### config.mk
export PLATFORM = sky130hd
export DESIGN_NAME = stress_meter_flat
export DESIGN_NICKNAME = d
export VERILOG_FILES = /design/src/rtl/stress_pkg.sv /design/src/rtl/stress_meter_if.sv /design/src/rtl/pulse_rate_counter.sv /design/src/rtl/stress_meter.sv /design/src/flat_wrapper.sv
export SDC_FILE = /design/constraint.sdc
export NUM_CORES = 1
export LEC_CHECK = 0
export BUFFER_PORTS_ARGS = -buffer_cell sky130_fd_sc_hd__buf_2
export CORE_MARGIN = 2
export CORE_UTILIZATION = 39
export DETAILED_ROUTE_END_ITERATION = 8
export PLACE_DENSITY = 0.64
export SLEW_MARGIN = 20
export SYNTH_ARGS = -nofsm -noshare
export SYNTH_HDL_FRONTEND = slang
export SYNTH_HIERARCHICAL = 1
export SYNTH_SLANG_ARGS = --single-unit
### constraint.sdc
create_clock -name clk -period 5 [get_ports clk]
set_input_delay 0.5 -clock clk [delete_from_list [all_inputs] [get_ports clk]]
set_output_delay 0.5 -clock clk [all_outputs]
set_load 0.05 [all_outputs]
### src/rtl/stress_pkg.sv
// Shared types for the stress meter: level encoding, window FSM states and the
// heart-rate level bump helper.
package stress_pkg;

  localparam int unsigned LEVEL_W = 2;
  localparam int unsigned RATE_W  = 8;

  typedef enum logic [LEVEL_W-1:0] {
    CALM   = 2'd0,
    MEDIUM = 2'd1,
    HIGH   = 2'd2
  } level_t;

  typedef enum logic [1:0] {
    S_IDLE  = 2'd0,
    S_ACCUM = 2'd1,
    S_EVAL  = 2'd2
  } state_t;

  // Raise a level by one step, saturating at HIGH.
  function automatic level_t bump_level(input level_t lvl);
    return (lvl == CALM) ? MEDIUM : HIGH;
  endfunction

endpackage

### src/rtl/stress_meter_if.sv
// DSP sample bus: a data word qualified by a ready level.
interface stress_meter_if #(
  parameter int unsigned SAMPLE_W = 8
);
  logic [SAMPLE_W-1:0] dsp_data;
  logic                dsp_ready;

  modport master (output dsp_data, output dsp_ready);
  modport slave  (input  dsp_data, input  dsp_ready);
endinterface

### src/rtl/pulse_rate_counter.sv
// Counts rising edges of a pulse level over MEAS_TICKS tick strobes and latches
// the total at each period boundary.
module pulse_rate_counter
  import stress_pkg::*;
#(
  parameter int unsigned MEAS_TICKS = 60
) (
  input  logic              clk,
  input  logic              reset,
  input  logic              tick,
  input  logic              pulse,
  output logic [RATE_W-1:0] rate
);

  localparam int unsigned TICK_W = (MEAS_TICKS > 1) ? $clog2(MEAS_TICKS) : 1;

  logic              pulse_q;
  logic [TICK_W-1:0] tick_cnt;
  logic [RATE_W-1:0] cnt;
  logic              pulse_rise_c;
  logic              period_end_c;

  assign pulse_rise_c = pulse & ~pulse_q;
  assign period_end_c = tick && (tick_cnt == TICK_W'(MEAS_TICKS - 1));

  // An edge landing on the boundary cycle seeds the new period's count.
  always_ff @(posedge clk or posedge reset) begin
    if (reset) begin
      pulse_q  <= 1'b0;
      tick_cnt <= '0;
      cnt      <= '0;
      rate     <= '0;
    end else begin
      pulse_q <= pulse;
      if (period_end_c) begin
        rate     <= cnt;
        cnt      <= RATE_W'(pulse_rise_c);
        tick_cnt <= '0;
      end else begin
        if (tick) tick_cnt <= tick_cnt + TICK_W'(1);
        if (pulse_rise_c && (cnt != '1)) cnt <= cnt + RATE_W'(1);
      end
    end
  end

endmodule

### src/rtl/stress_meter.sv
// Windowed cry-volume averager with hysteretic stress level; optional
// heart-rate boost compiled in with STRESS_HEART_EN.
module stress_meter
  import stress_pkg::*;
#(
  parameter int unsigned         SAMPLE_W   = 8,
  parameter int unsigned         WIN_LOG2   = 4,
  parameter logic [SAMPLE_W-1:0] TH_LOW     = SAMPLE_W'(64),
  parameter logic [SAMPLE_W-1:0] TH_HIGH    = SAMPLE_W'(160),
  parameter logic [SAMPLE_W-1:0] HYST       = SAMPLE_W'(8),
  parameter int unsigned         CONT_WIN   = 4,
  parameter int unsigned         MEAS_TICKS = 60,
  parameter logic [RATE_W-1:0]   HART_TH    = RATE_W'(140)
) (
  input  logic                clk,
  input  logic                reset,
  input  logic                tick,
  input  logic                hart_in,
  stress_meter_if.slave       dsp,
  output logic [SAMPLE_W-1:0] huil_vol,
  output logic [LEVEL_W-1:0]  stress_level,
  output logic                stress_laag,
  output logic                stress_continu,
  output logic [RATE_W-1:0]   hart_rate
);

  localparam int unsigned         ACC_W     = SAMPLE_W + WIN_LOG2;
  localparam int unsigned         CNT_W     = WIN_LOG2 + 1;
  localparam int unsigned         CONT_W    = $clog2(CONT_WIN + 1);
  localparam logic [CNT_W-1:0]    LAST_CNT  = CNT_W'((1 << WIN_LOG2) - 1);
  localparam logic [SAMPLE_W-1:0] FALL_HIGH = TH_HIGH - HYST;
  localparam logic [SAMPLE_W-1:0] FALL_LOW  = TH_LOW - HYST;

  state_t            state;
  logic              ready_q;
  logic [ACC_W-1:0]  acc;
  logic [CNT_W-1:0]  cnt;
  logic [CONT_W-1:0] high_cnt;
  level_t            vol_lvl;

  logic                cap_c;
  logic [SAMPLE_W-1:0] avg_c;
  level_t              vol_next_c;
  level_t              lvl_next_c;
  logic [CONT_W-1:0]   high_next_c;

  assign cap_c = dsp.dsp_ready & ~ready_q;
  assign avg_c = SAMPLE_W'(acc >> WIN_LOG2);

  // Hysteresis runs on the volume-only level; the heart boost sits on top.
  always_comb begin
    vol_next_c = vol_lvl;
    if (avg_c >= TH_HIGH) begin
      vol_next_c = HIGH;
    end else begin
      if ((vol_lvl == HIGH) && (avg_c < FALL_HIGH)) vol_next_c = MEDIUM;
      if ((vol_lvl != CALM) && (avg_c < FALL_LOW))  vol_next_c = CALM;
      if ((avg_c >= TH_LOW) && (vol_next_c == CALM)) vol_next_c = MEDIUM;
    end
    lvl_next_c = vol_next_c;
`ifdef STRESS_HEART_EN
    if (hart_rate > HART_TH) lvl_next_c = bump_level(vol_next_c);
`endif
    high_next_c = '0;
    if (lvl_next_c == HIGH)
      high_next_c = (high_cnt == CONT_W'(CONT_WIN)) ? high_cnt : high_cnt + CONT_W'(1);
  end

  always_ff @(posedge clk or posedge reset) begin
    if (reset) begin
      state          <= S_IDLE;
      ready_q        <= 1'b0;
      acc            <= '0;
      cnt            <= '0;
      high_cnt       <= '0;
      vol_lvl        <= CALM;
      huil_vol       <= '0;
      stress_level   <= CALM;
      stress_laag    <= 1'b1;
      stress_continu <= 1'b0;
    end else begin
      ready_q <= dsp.dsp_ready;
      case (state)
        S_IDLE: begin
          if (cap_c) begin
            acc   <= ACC_W'(dsp.dsp_data);
            cnt   <= CNT_W'(1);
            state <= S_ACCUM;
          end
        end
        S_ACCUM: begin
          if (cap_c) begin
            acc <= acc + ACC_W'(dsp.dsp_data);
            cnt <= cnt + CNT_W'(1);
            if (cnt == LAST_CNT) state <= S_EVAL;
          end
        end
        S_EVAL: begin
          huil_vol       <= avg_c;
          vol_lvl        <= vol_next_c;
          stress_level   <= lvl_next_c;
          stress_laag    <= (lvl_next_c == CALM);
          high_cnt       <= high_next_c;
          stress_continu <= (high_next_c == CONT_W'(CONT_WIN));
          // A capture here opens the next window rather than being dropped.
          acc   <= cap_c ? ACC_W'(dsp.dsp_data) : '0;
          cnt   <= cap_c ? CNT_W'(1) : '0;
          state <= S_ACCUM;
        end
        default: state <= S_IDLE;
      endcase
    end
  end

`ifdef STRESS_HEART_EN
  pulse_rate_counter #(
    .MEAS_TICKS (MEAS_TICKS)
  ) u_rate (
    .clk   (clk),
    .reset (reset),
    .tick  (tick),
    .pulse (hart_in),
    .rate  (hart_rate)
  );
`else
  logic unused_ok;
  assign unused_ok = ^{tick, hart_in, HART_TH, MEAS_TICKS};
  assign hart_rate = '0;
`endif

endmodule

### src/flat_wrapper.sv
// flat-port wrapper written by rule: the top's interface ports become plain ports
module stress_meter_flat import stress_pkg::*;
#(
  parameter int unsigned         SAMPLE_W   = 8,
  parameter int unsigned         WIN_LOG2   = 4,
  parameter logic [SAMPLE_W-1:0] TH_LOW     = SAMPLE_W'(64),
  parameter logic [SAMPLE_W-1:0] TH_HIGH    = SAMPLE_W'(160),
  parameter logic [SAMPLE_W-1:0] HYST       = SAMPLE_W'(8),
  parameter int unsigned         CONT_WIN   = 4,
  parameter int unsigned         MEAS_TICKS = 60,
  parameter logic [RATE_W-1:0]   HART_TH    = RATE_W'(140)
)
  (clk, reset, tick, hart_in, huil_vol, stress_level, stress_laag, stress_continu, hart_rate, dsp_dsp_data, dsp_dsp_ready);
  stress_meter_if #(.SAMPLE_W(SAMPLE_W)) dsp_i ();
  input  logic clk;
  input  logic reset;
  input  logic tick;
  input  logic hart_in;
  output logic [SAMPLE_W-1:0] huil_vol;
  output logic [LEVEL_W-1:0] stress_level;
  output logic stress_laag;
  output logic stress_continu;
  output logic [RATE_W-1:0] hart_rate;
  input wire logic [$bits(dsp_i.dsp_data)-1:0] dsp_dsp_data;
  input wire logic [$bits(dsp_i.dsp_ready)-1:0] dsp_dsp_ready;
  assign dsp_i.dsp_data = dsp_dsp_data;
  assign dsp_i.dsp_ready = dsp_dsp_ready;
  stress_meter #(.SAMPLE_W(SAMPLE_W), .WIN_LOG2(WIN_LOG2), .TH_LOW(TH_LOW), .TH_HIGH(TH_HIGH), .HYST(HYST), .CONT_WIN(CONT_WIN), .MEAS_TICKS(MEAS_TICKS), .HART_TH(HART_TH)) u_core (.clk(clk), .reset(reset), .tick(tick), .hart_in(hart_in), .dsp(dsp_i), .huil_vol(huil_vol), .stress_level(stress_level), .stress_laag(stress_laag), .stress_continu(stress_continu), .hart_rate(hart_rate));
endmodule
== Yosys cells after proc, flatten, opt, wreduce, memory -nomap -nowiden ==
Index checks and enable logic that the tools add are counted.
Widths: inputs -> output; s select.
Cells by class
  eq/ne operators: 10
  bitwise logic cells: 2
  mux-type cells: 19
  $add $sub $neg: 3
  $lt $le $gt $ge: 4
  reductions and logical operators: 10
Operators by type and width (number)
  $pmux 12 s3: 1
  $mux 12: 2
  $mux 2: 8
  $pmux 5 s3: 1
  $add 12x8->12: 1
  $mux 5: 2
  $ge 8x7->1 const B: 1
  $ge 8x8->1 const B: 1
  $lt 8x6->1 const B: 1
  $lt 8x8->1 const B: 1
  $mux 8: 1
  $eq 2x2->1 const B: 3
  $eq 3x3->1 const B: 2
  $logic_not 2->1: 3
  $mux 3: 2
  $ne 2x1->1 const B: 3
  $pmux 2 s3: 1
  $reduce_and 3->1: 2
  $add 5x1->5 const B: 1
  $eq 5x4->1 const B: 1
  $add 3x1->3 const B: 1
  $logic_and 1x1->1: 3
  $reduce_bool 3->1: 1
  $eq 2x1->1 const B: 1
  other kinds (4): 4
Storage, ports and cells
  output and inout port bits: 20
  bits of input ports: 13
  word-level logic and storage cells: 57
  register bits after elaboration: 35

== Longest topological paths before layout ==
Gate-level depths: netlist of run 1.
  depth after elaboration: 12
  depth in mapped cells: 8
  depth with buffers taken out: 7

== Least setup slack after synthesis of run 1 ==
No wires, ideal clock.
  path kind: input -> register
  start point: input port dsp_dsp_data[0]
  end point: register u_core.acc[10]
  arrival time: 1991 ps
  cell stages on the path: 7
  slack: 2881 ps
  buffers on the path: 0
  library setup time: 129 ps
  data required time: 4871 ps
  cells stage by stage: ha_1 fa_1 a21o_1 a22o_1 o41ai_2 or4_1 nand3_1
Between the ends
  cells in the longest elaborated chain, start to end: 3
Ends and longest elaborated chain
  from (decl): line flat_wrapper.sv:24  | input wire logic [$bits(dsp_i.dsp_data)-1:0] dsp_dsp_data;
  $add 12x8->12: line stress_meter.sv:93  | acc <= acc + ACC_W'(dsp.dsp_data);
  $mux 12: line stress_meter.sv:92  | if (cap_c) begin
  $pmux 12 s3: line stress_meter.sv:83  | case (state)
  to (signal assigned): line stress_meter.sv:86  | acc <= ACC_W'(dsp.dsp_data);
  to (signal assigned): line stress_meter.sv:93
  to (signal assigned): line stress_meter.sv:106  | acc <= cap_c ? ACC_W'(dsp.dsp_data) : '0;
  to (decl): line stress_meter.sv:36  | logic [ACC_W-1:0] acc;
Every way passes these cells. The select of a mux whose other input is x is not followed.
A chain may end at the register's enable or synchronous reset.

== Final worst setup path of run 1 ==
  start point: register u_core.state[0]
  end point: register u_core.acc[10]
Between the ends
  cells in the longest elaborated chain, start to end: 3
  elaborated cells between the ends (all ways): 8
  classes of those cells: eq/ne (4); mux (1); reduce/logical (3)
Ends and longest elaborated chain
  from (decl): line stress_meter.sv:34  | state_t state;
  from (signal assigned): line stress_meter.sv:71  | state <= S_IDLE;
  from (signal assigned): line stress_meter.sv:88  | state <= S_ACCUM;
  from (signal assigned): line stress_meter.sv:95  | if (cnt == LAST_CNT) state <= S_EVAL;
  $eq 2x1->1 (tied with other cells): line stress_meter.sv:83
  $ne 2x1->1 (no line) / $reduce_bool 3->1 (equally long branches)
  $reduce_and 3->1 (no line)
Parallel ways exist; a longest one is shown, timed or not.

==> impl_metrics.json, run 1 <==
{
  "drt_pass1_iterations": 4,
  "layout_common_cells": "dfrtp_1 (34), buf_2 (22), nand2_1 (21)",
  "seq_power_share": 0.377,
  "crit_fanout": 14,
  "num_rows": 27,
  "cts_buffer_depth": 2,
  "antenna_found_initial": 0,
  "rr_worst_depth": 6,
  "yosysTopAreaCell": "dfrtp_1",
  "swShare": 0.4414,
  "postSynthAreaPerCell_um2": 9.408,
  "die_h_um": 78.97,
  "slowest_stage": "and2_0",
  "fin_util": 0.4417,
  "cts_made_buffers": 5,
  "grtUsageTotal": 0.1495,
  "multi_input_area_mm2": 0.001195,
  "power.density_mw_per_mm2": 486.2,
  "antenna_left": 0,
  "critPathMaxStageDelay_ps": 670,
  "crit_chain": "inv_1 -> ha_1 -> and2_0 -> nand2_2 -> or4_1 -> nand3_1",
  "p_int_uw": 656.6,
  "antenna_cells": 0,
  "seqCellArea_um2": 877.1,
  "wl_um": 4338,
  "hold_slack_ps": 303.3,
  "ys_seq_area_frac": 0.4001,
  "end_kind": "flop",
  "synthCells": 233,
  "clk_latency_ps": 290,
  "synth-compound-area-share": 0.2226,
  "synth_top_area_share": 0.3881,
  "period_minus_slack_ps": 2447,
  "grt_pass1_wl_um": 7486,
  "fmax_mhz": 408.7,
  "synth-edff-count": 0,
  "cts_tree": "yes",
  "syn2layout_area_growth_pct": 10.27,
  "synth_area_leaders": "dfrtp_1 (39%), ha_1 (9.1%), mux2_2 (4.6%), a21oi_1 (3.9%), nand2_1 (3.6%)",
  "startpoint_type": "flop",
  "ios": 33,
  "cp.arrival_ps": 2670,
  "yosysUniqueCellTypes": 52,
  "grt_pass1_vias": 1631,
  "status": "complete, no violations",
  "synth-main-ff-cell": "dfrtp_1",
  "synthAdderAreaFrac": 0.1005,
  "cts_setup_buffers": 0,
  "reg2reg_slack_ps": 2550,
  "critPathLaunch": "u_core/state[0]$_DFFE_PP0P_",
  "post_route_cells_drive_above_1_share": 0.1929,
  "cp.required_ps": 5230,
  "htreeDepth": 2,
  "async_flop_share": 1.000,
  "synthMuxAreaShare": 0.05651,
  "die_w_um": 78.97,
  "cts_resized": 0,
  "ys_ff_latch": 35,
  "synthXorXnorAreaFrac": 0.01199,
  "vdd_drop_max_mv": 0.2373,
  "portBuffers": 22,
  "avgRoutedWirePerCell_um": 13.31,
  "path_clk_slew_ps": 70,
  "drv_cap": 0,
  "dieArea_mm2": 0.006236,
  "gr-total-overflow": 0,
  "ys_warn_count": 6,
  "place.detailed.hpwl_um": 3051,
  "r2r_start": "u_core/state[0]$_DFFE_PP0P_",
  "p_leak_nw": 1.140,
  "vias_per_cell": 5.313,
  "drc": 0,
  "grt_max_degree": 36,
  "clkPwrFrac": 0.173,
  "gp_congestion": 0.7796,
  "pwr-share-comb": 0.449,
  "clock_skew_ps": 4.867,
  "via_count": 1732,
  "start_util": 0.4005,
  "yosys.area_share.simple": 0.1398,
  "rsz0062_at_grt": "false",
  "finalCritPeriodShare": 0.4893,
  "final_nets": 283,
  "final_common_cell": "dfrtp_1",
  "worstSetupPathType": "flop to flop",
  "setup_viol": 0,
  "drt-initial-drc-count": 61,
  "switchingPower_uw": 518.7,
  "core_mm2": 0.005473,
  "synth_top_family_by_area": "compound AO/OA/AOI/OAI gates",
  "syn-cell-area_mm2": 0.002192,
  "cts_root_buf": "clkbuf_8",
  "min_path_type": "input pin to asynchronous set/reset pin",
  "relSlewSlack": 0.4526,
  "ctsHoldBuffers": 0,
  "worst_slew_pin_slew_ps": 820.7,
  "rr_endpoint": "u_core/acc[10]$_DFFE_PP0P_",
  "maxSlewViolCount": 0,
  "cp-endpoint": "u_core/acc[10]$_DFFE_PP0P_",
  "cts.sink_count": 35,
  "hold_viol_final": 0,
  "setup-tns-final_ps": 0,
  "fill_cells": 554
}
==> metal layers <==
layer / up-vias / routed length (µm) / global-route usage
met5: - / 0 / 0
met2: 40 / 2026 / 0.2347
met1: 821 / 2064 / 0.2013
met4: 0 / 43 / 0.05345
li1: 864 / - / -
met3: 7 / 204 / 0.03636
==> state kept, by name, indices dropped and copies added (netlist names) <==
name	count
u_core/vol_lvl	2
u_core/high_cnt	3
u_core/acc	12
u_core/cnt	5
u_core/huil_vol	8
u_core/state	2
u_core/stress_laag	1
u_core/ready_q	1
u_core/stress_continu	1
==> critical path: cells and delay by family, from the launching register on <==
family,cells,cell delay (ps)
flops,1,460
simple gates,4,1460
fa+ha+maj,1,340
buf+inv,1,120
==> worst min path at each step <==
stage                                    from                              to  slack, ps  depth (start not counted)
finish                                  reset     u_core/state[1]$_DFFE_PP0P_        300                          3
floorplan           u_core/cnt[3]$_DFFE_PP0P_       u_core/cnt[3]$_DFFE_PP0P_        440                          1
global route                            reset      u_core/acc[10]$_DFFE_PP0P_        340                          3
detailed placement  u_core/cnt[3]$_DFFE_PP0P_       u_core/cnt[3]$_DFFE_PP0P_        480                          1
global placement    u_core/cnt[3]$_DFFE_PP0P_       u_core/cnt[3]$_DFFE_PP0P_        470                          1
CTS                                     reset  u_core/huil_vol[3]$_DFFE_PP0P_        320                          3
==> power groups by stage <==
| stage | clock (mW) | sequential [mW] | combinational [mW] |
|---|---|---|---|
| 2_1_floorplan | 0 | 0.425 | 0.445 |
| 3_3_place_gp | 0 | 0.447 | 0.516 |
| 3_5_place_dp | 0 | 0.449 | 0.521 |
| 4_1_cts | 0.213 | 0.443 | 0.525 |
| 5_1_grt | 0.224 | 0.458 | 0.595 |
| 6_report | 0.204 | 0.444 | 0.528 |
==> cells by family after synthesis <==
kind of cell	Yosys count
adder cells (fa/ha/maj)	17
buffers and inverters	30
flip-flops	35
XOR/XNOR	3
AND/OR/NAND/NOR	66
multiplexers	10
AO/OA/AOI/OAI	71
other	1
==> final cells by class <==
class                   count  area share
clock inverters             3    0.008282
flip-flops and latches     35      0.3628
well taps                  72     0.03727
repair buffers             23     0.04865
inverters                  13     0.02019
clock buffers               5     0.02847
multi-input cells         175      0.4943
==> per-stage QoR <==
stage / total power, mW / cells / setup slack [ps] / area [µm²]
global route: 1.276 / 326 / 2353 / 2417
floorplan: 0.8699 / 240 / 2881 / 2218
detailed placement: 0.9701 / 318 / 2583 / 2328
finish: 1.175 / 326 / 2553 / 2417
CTS: 1.182 / 326 / 2548 / 2417
global placement: 0.9630 / 318 / 2551 / 2328
==> synthesized netlist by cell type, types with 2 or more instances <==
| master | instances |
|---|---|
| a22o_1 | 3 |
| ha_1 | 16 |
| buf_2 | 3 |
| buf_4 | 8 |
| dfrtp_1 | 34 |
| nor3_1 | 4 |
| nand3_1 | 7 |
| and3_1 | 2 |
| o21a_1 | 2 |
| nand2_1 | 21 |
| clkbuf_1 | 5 |
| a31oi_1 | 5 |
| inv_1 | 12 |
| or3_1 | 4 |
| o22ai_1 | 3 |
| nand4_1 | 2 |
| nor2_1 | 20 |
| xor2_1 | 2 |
| mux2_2 | 9 |
| a221oi_1 | 4 |
| o31ai_1 | 2 |
| o211ai_1 | 3 |
| o21ai_1 | 2 |
| o21ai_0 | 10 |
| a211oi_1 | 4 |
| a21o_1 | 4 |
| a21oi_1 | 17 |
Note: power is estimated with default switching activity, not from simulation.
==> inputs of run 2 (changes only) <==
--- a/config.mk
+++ b/config.mk
@@ -9,7 +9,7 @@
 export CORE_MARGIN = 2
 export CORE_UTILIZATION = 39
 export DETAILED_ROUTE_END_ITERATION = 8
-export PLACE_DENSITY = 0.64
+export PLACE_DENSITY = 0.66
 export SLEW_MARGIN = 20
 export SYNTH_ARGS = -nofsm -noshare
 export SYNTH_HDL_FRONTEND = slang
==> constraint.sdc (replaced) <==
create_clock -name clk -period 2.2 [get_ports clk]
set_input_delay 0.22 -clock clk [delete_from_list [all_inputs] [get_ports clk]]
set_output_delay 0.22 -clock clk [all_outputs]
set_load 0.05 [all_outputs]
==> run 2 against run 1 <==
Compared with the run above: clock skew up 4.4 ps; via count grew 1.7%; first-iteration DRC count rose by 54%; critical path depth up 1; register-to-register slack worse by 2500 ps; power grew 130%; flip-flop and latch count unchanged; worst hold slack lost 280 ps; die area unchanged; non-clock buffer count up 3; clock power rose by 120%; critical endpoint unchanged; largest power group unchanged.
==> impl_metrics.json, run 2 (synthesis results as in run 1) <==
{
  "regMostFlops": "u_core/acc",
  "crit_chain": "ha_4 -> fa_2 -> a21o_1 -> a22o_1 -> o41ai_4 -> or4_4 -> nand3_2",
  "clkPwrFrac": 0.166,
  "final_common_cell": "dfrtp_1",
  "dieArea_mm2": 0.006236,
  "largest_reg_flops": 12,
  "min_path_type": "input pin to asynchronous set/reset pin",
  "num_rows": 27,
  "antenna_left": 0,
  "p_total_mw": 2.725,
  "grt_pass1_vias": 1601,
  "hold_viol_final": 0,
  "period_minus_slack_ps": 2157,
  "htreeDepth": 2,
  "gp_congestion": 0.7579,
  "die_w_um": 78.97,
  "final_nets": 286,
  "power.density_mw_per_mm2": 1104,
  "grt_max_degree": 36,
  "clock_skew_ps": 9.269,
  "cts_made_buffers": 5,
  "cp.arrival_ps": 2320,
  "cts_root_buf": "clkbuf_8",
  "status": "complete, no violations",
  "startpoint_type": "flop",
  "syn2layout_area_growth_pct": 12.56,
  "die_h_um": 78.97,
  "critPathTopFamily": "compound AO/OA/AOI/OAI gates",
  "switchingPower_mw": 1.194,
  "crit_fanout": 4,
  "setup-tns-final_ps": 0,
  "seq_power_share": 0.372,
  "drc": 0,
  "p_int_mw": 1.531,
  "setup_viol": 0,
  "pwr-share-comb": 0.462,
  "critPathMaxStageDelay_ps": 410,
  "top_regs": "u_core/acc x12, u_core/huil_vol x8, u_core/cnt x5",
  "hold_slack_ps": 23.60,
  "grt_pass1_wl_um": 7521,
  "fmax_mhz": 463.7,
  "post_route_cells_drive_above_1_share": 0.2101,
  "antenna_found_initial": 0,
  "grtUsageTotal": 0.1522,
  "antenna_cells": 0,
  "core_mm2": 0.005473,
  "avgRoutedWirePerCell_um": 13.58,
  "vias_per_cell": 5.353,
  "slowest_stage": "dfrtp_1",
  "cts.sink_count": 35,
  "cts_setup_buffers": 0,
  "maxSlewViolCount": 0,
  "rsz0062_at_grt": "true",
  "p_leak_nw": 1.165,
  "path_buf_inv": 0,
  "wl_um": 4469,
  "finalCritPeriodShare": 0.9803,
  "ios": 33,
  "portBuffers": 22,
  "drv_cap": 0,
  "start_util": 0.4005,
  "path_clk_slew_ps": 70,
  "swShare": 0.4383,
  "layout_common_cells": "dfrtp_1 (34), buf_2 (22), nand2_1 (21)",
  "cp.required_ps": 2370,
  "cts_tree": "yes",
  "drt-initial-drc-count": 94,
  "end_kind": "flop",
  "gr-total-overflow": 0,
  "via_count": 1761,
  "clk_latency_ps": 290,
  "place.detailed.hpwl_um": 3076,
  "cts_buffer_depth": 2,
  "drt_pass1_iterations": 4,
  "worstSetupPathType": "flop to flop",
  "vdd_drop_max_mv": 0.6078
}
-- run 2: changes by cell type in the layout (fill, tap and decap cells not counted) --
cell        delta
buf_4          +3
clkbuf_1       +2
clkinvlp_4     -2
fa_1           -1
fa_2           +1
ha_1           -1
ha_4           +1
nand3_1        -1
nand3_2        +1
o41ai_2        -1
o41ai_4        +1
or4_1          -1
or4_4          +1
-- run 2: layout make-up --
| type | instances | area (µm²) |
|---|---|---|
| Timing Repair Buffer | 26 | 140.1 |
| Clock inverter | 1 | 5.005 |
| Tap cell | 72 | 90.09 |
| Inverter | 13 | 48.80 |
| Clock buffer | 7 | 76.32 |
| Sequential cell | 35 | 877.1 |
| Multi-Input combinational cell | 175 | 1230 |
| Fill cell | 543 | 3005 |
-- run 2: routing by layer --
metal | part of all wire | vias to the layer above | track usage
li1 | - | 885 | -
met1 | 0.48 | 829 | 0.1997
met2 | 0.47 | 41 | 0.2432
met3 | 0.038 | 6 | 0.03295
met4 | 0.014 | 0 | 0.06379
met5 | 0 | - | 0
-- run 2: metrics by stage --
stage	instance area, µm²	utilization	cells	setup slack, ps
global placement	2351	0.4296	321	87.17
detailed placement	2351	0.4296	321	50.18
floorplan	2218	-	240	227.0
CTS	2432	0.4444	329	21.10
finish	2467	0.4508	329	43.39
global route	2467	0.4508	329	-28.53
-- run 2: power groups by stage --
stage	clock [mW]	sequential [mW]	combinational, mW
2_1_floorplan	0	0.966	1.01
3_3_place_gp	0	1.01	1.20
3_5_place_dp	0	1.02	1.21
4_1_cts	0.472	1.01	1.22
5_1_grt	0.496	1.04	1.44
6_report	0.454	1.01	1.26
-- run 2: final timing paths --
| path | startpoint | end | slack, ps | depth (start not counted) |
|---|---|---|---|---|
| max reg2reg | u_core/acc[0]$_DFFE_PP0P_ | u_core/acc[10]$_DFFE_PP0P_ | 40 | 7 |
| max in group asynchronous | reset | u_core/stress_laag$_DFFE_PP1P_ | 1810 | 3 |
| min in group clk | dsp_dsp_ready | u_core/ready_q$_DFF_PP0_ | 100 | 1 |
| min | reset | u_core/state[0]$_DFFE_PP0P_ | 20 | 3 |
| max | u_core/acc[0]$_DFFE_PP0P_ | u_core/acc[10]$_DFFE_PP0P_ | 40 | 7 |
| min reg2reg | u_core/cnt[3]$_DFFE_PP0P_ | u_core/cnt[3]$_DFFE_PP0P_ | 490 | 1 |
-- run 2: worst min-delay path: stages --
cell	delay, ps
buf_2	90
inv_1	40
buf_4	390
-- run 2: repair_timing --
item | CTS | global route
setup endpoints to repair | 0 | 2
gates resized for setup | 0 | 6
hold endpoints to repair | 0 | 0
hold buffers | 0 | 0
==> inputs of run 3 (changes only) <==
--- a/config.mk
+++ b/config.mk
@@ -9,7 +9,7 @@
 export CORE_MARGIN = 2
 export CORE_UTILIZATION = 39
 export DETAILED_ROUTE_END_ITERATION = 8
-export PLACE_DENSITY = 0.66
+export PLACE_DENSITY = 0.64
 export SLEW_MARGIN = 20
 export SYNTH_ARGS = -nofsm -noshare
 export SYNTH_HDL_FRONTEND = slang
==> constraint.sdc (replaced) <==
create_clock -name clk -period 2.3 [get_ports clk]
set_input_delay 0.23 -clock clk [delete_from_list [all_inputs] [get_ports clk]]
set_output_delay 0.23 -clock clk [all_outputs]
set_load 0.05 [all_outputs]
==> run 3 against run 2 <==
Compared with the run above: non-clock buffer count unchanged; combinational power decreased by 6%; flip-flop and latch count unchanged; core utilization decreased by 0.37 points; worst hold slack improved by 16 ps; clock power decreased by 4%; register-to-register slack improved by 130 ps; worst setup slack improved by 130 ps; critical path type unchanged; clock skew decreased by 5.1 ps.
==> impl_metrics.json, run 3 (synthesis results as in run 1) <==
{
  "status": "complete, no violations",
  "drt_pass1_iterations": 4,
  "grt.busiest_layer": "met2",
  "clkPwrFrac": 0.169,
  "fin_ws_ps": 177.5,
  "portBuffers": 22,
  "worstSetupPathType": "flop to flop",
  "grt_pass1_wl_um": 7728,
  "rsz0062_at_grt": "false",
  "startpoint_type": "flop",
  "drt-initial-drc-count": 122,
  "clk_latency_ps": 290,
  "antenna_cells": 0,
  "antenna_left": 0,
  "end_kind": "flop",
  "gr-total-overflow": 0,
  "die_w_um": 78.97,
  "hold_viol_final": 0,
  "use_met2": 0.2466,
  "place.detailed.hpwl_um": 3152,
  "p_int_mw": 1.455,
  "start_util": 0.4005,
  "grt_pass1_vias": 1690,
  "antenna_found_initial": 0,
  "top_regs": "u_core/acc x12, u_core/huil_vol x8, u_core/cnt x5",
  "grtUsageTotal": 0.1539,
  "cts_made_buffers": 5,
  "dieArea_mm2": 0.006236,
  "setup-tns-final_ps": 0,
  "fin_util": 0.4472,
  "largest_reg_flops": 12,
  "use_met1": 0.2058,
  "p_total_mw": 2.592,
  "cts.sink_count": 35,
  "finalCritPeriodShare": 0.9228,
  "cts_resized": 0,
  "layout_common_cells": "dfrtp_1 (34), buf_2 (22), nand2_1 (21)",
  "drv_cap": 0,
  "power.density_mw_per_mm2": 1059,
  "cts_root_buf": "clkbuf_8",
  "vdd_drop_max_mv": 0.5898,
  "cts_setup_buffers": 0,
  "ctsHoldBuffers": 0,
  "avgRoutedWirePerCell_um": 13.41,
  "path_clk_slew_ps": 70,
  "swShare": 0.4386,
  "htreeDepth": 2,
  "maxSlewViolCount": 0,
  "setup_viol": 0,
  "min_path_type": "input pin to asynchronous set/reset pin",
  "regMostFlops": "u_core/acc",
  "ios": 33,
  "fmax_mhz": 471.1,
  "clock_skew_ps": 4.200,
  "num_rows": 27,
  "vias_per_cell": 5.401,
  "post_route_cells_drive_above_1_share": 0.1984,
  "pre_cts_ws_ps": 157.7,
  "final_nets": 286,
  "final_common_cell": "dfrtp_1",
  "grt_max_degree": 36,
  "period_minus_slack_ps": 2123,
  "drc": 0,
  "syn2layout_area_growth_pct": 11.64,
  "pwr-share-comb": 0.459,
  "wl_um": 4412,
  "via_count": 1777,
  "cts_buffer_depth": 2,
  "seq_power_share": 0.372,
  "rr_worst_depth": 7,
  "crit_fanout": 4,
  "switchingPower_mw": 1.137,
  "hold_slack_ps": 40.03,
  "cp.arrival_ps": 2290,
  "p_leak_nw": 1.159,
  "core_mm2": 0.005473,
  "gp_congestion": 0.7800,
  "cp.required_ps": 2470,
  "use_met3": 0.03295,
  "die_h_um": 78.97,
  "cts_tree": "yes"
}
-- run 3: final cells by class --
cell class / instances / area (µm²)
tap: 72 / 90.09
clock inverter: 2 / 12.51
clock buffer: 6 / 72.57
inverter: 13 / 48.80
sequential: 35 / 877.1
timing repair buffer: 26 / 140.1
fill: 572 / 3025
multi-input combinational: 175 / 1206
-- run 3: layer usage --
metal  vias to the layer above  share of wire
met1                       862           0.48
li1                        877              -
met3                         8          0.039
met2                        30           0.47
met5                         -              0
met4                         0          0.014
-- run 3: worst paths after layout --
path,start,endpoint,slack [ps]
worst min register to register,u_core/stress_continu$_DFFE_PP0P_,u_core/stress_continu$_DFFE_PP0P_,490
worst max register to register,u_core/acc[0]$_DFFE_PP0P_,u_core/acc[10]$_DFFE_PP0P_,180
max in group asynchronous,reset,u_core/stress_laag$_DFFE_PP1P_,1930
worst max-delay path,u_core/acc[0]$_DFFE_PP0P_,u_core/acc[10]$_DFFE_PP0P_,180
worst min-delay path,reset,u_core/huil_vol[6]$_DFFE_PP0P_,40
min in group clk,dsp_dsp_ready,u_core/ready_q$_DFF_PP0_,110
-- run 3: through the flow --
stage                     instances  cell area [µm²]
final                           329             2447
after global routing            329             2447
after CTS                       329             2436
after detailed placement        321             2351
after global placement          321             2351
after floorplan                 240             2218
-- run 3: worst max-delay path, cell delays in order (launching register included) --
cell	delay [ps]
dfrtp_1	380
ha_1	230
fa_1	410
a21o_1	190
a22o_1	250
o41ai_4	290
or4_1	170
nand3_1	70
-- run 3: power groups by stage --
stage                     logic (mW)  registers, mW  clock network [mW]
after floorplan                0.967          0.924                   0
after global placement          1.15          0.971                   0
after detailed placement        1.16          0.975                   0
after CTS                       1.17          0.962               0.460
after global routing            1.35          0.997               0.488
final                           1.19          0.964               0.437
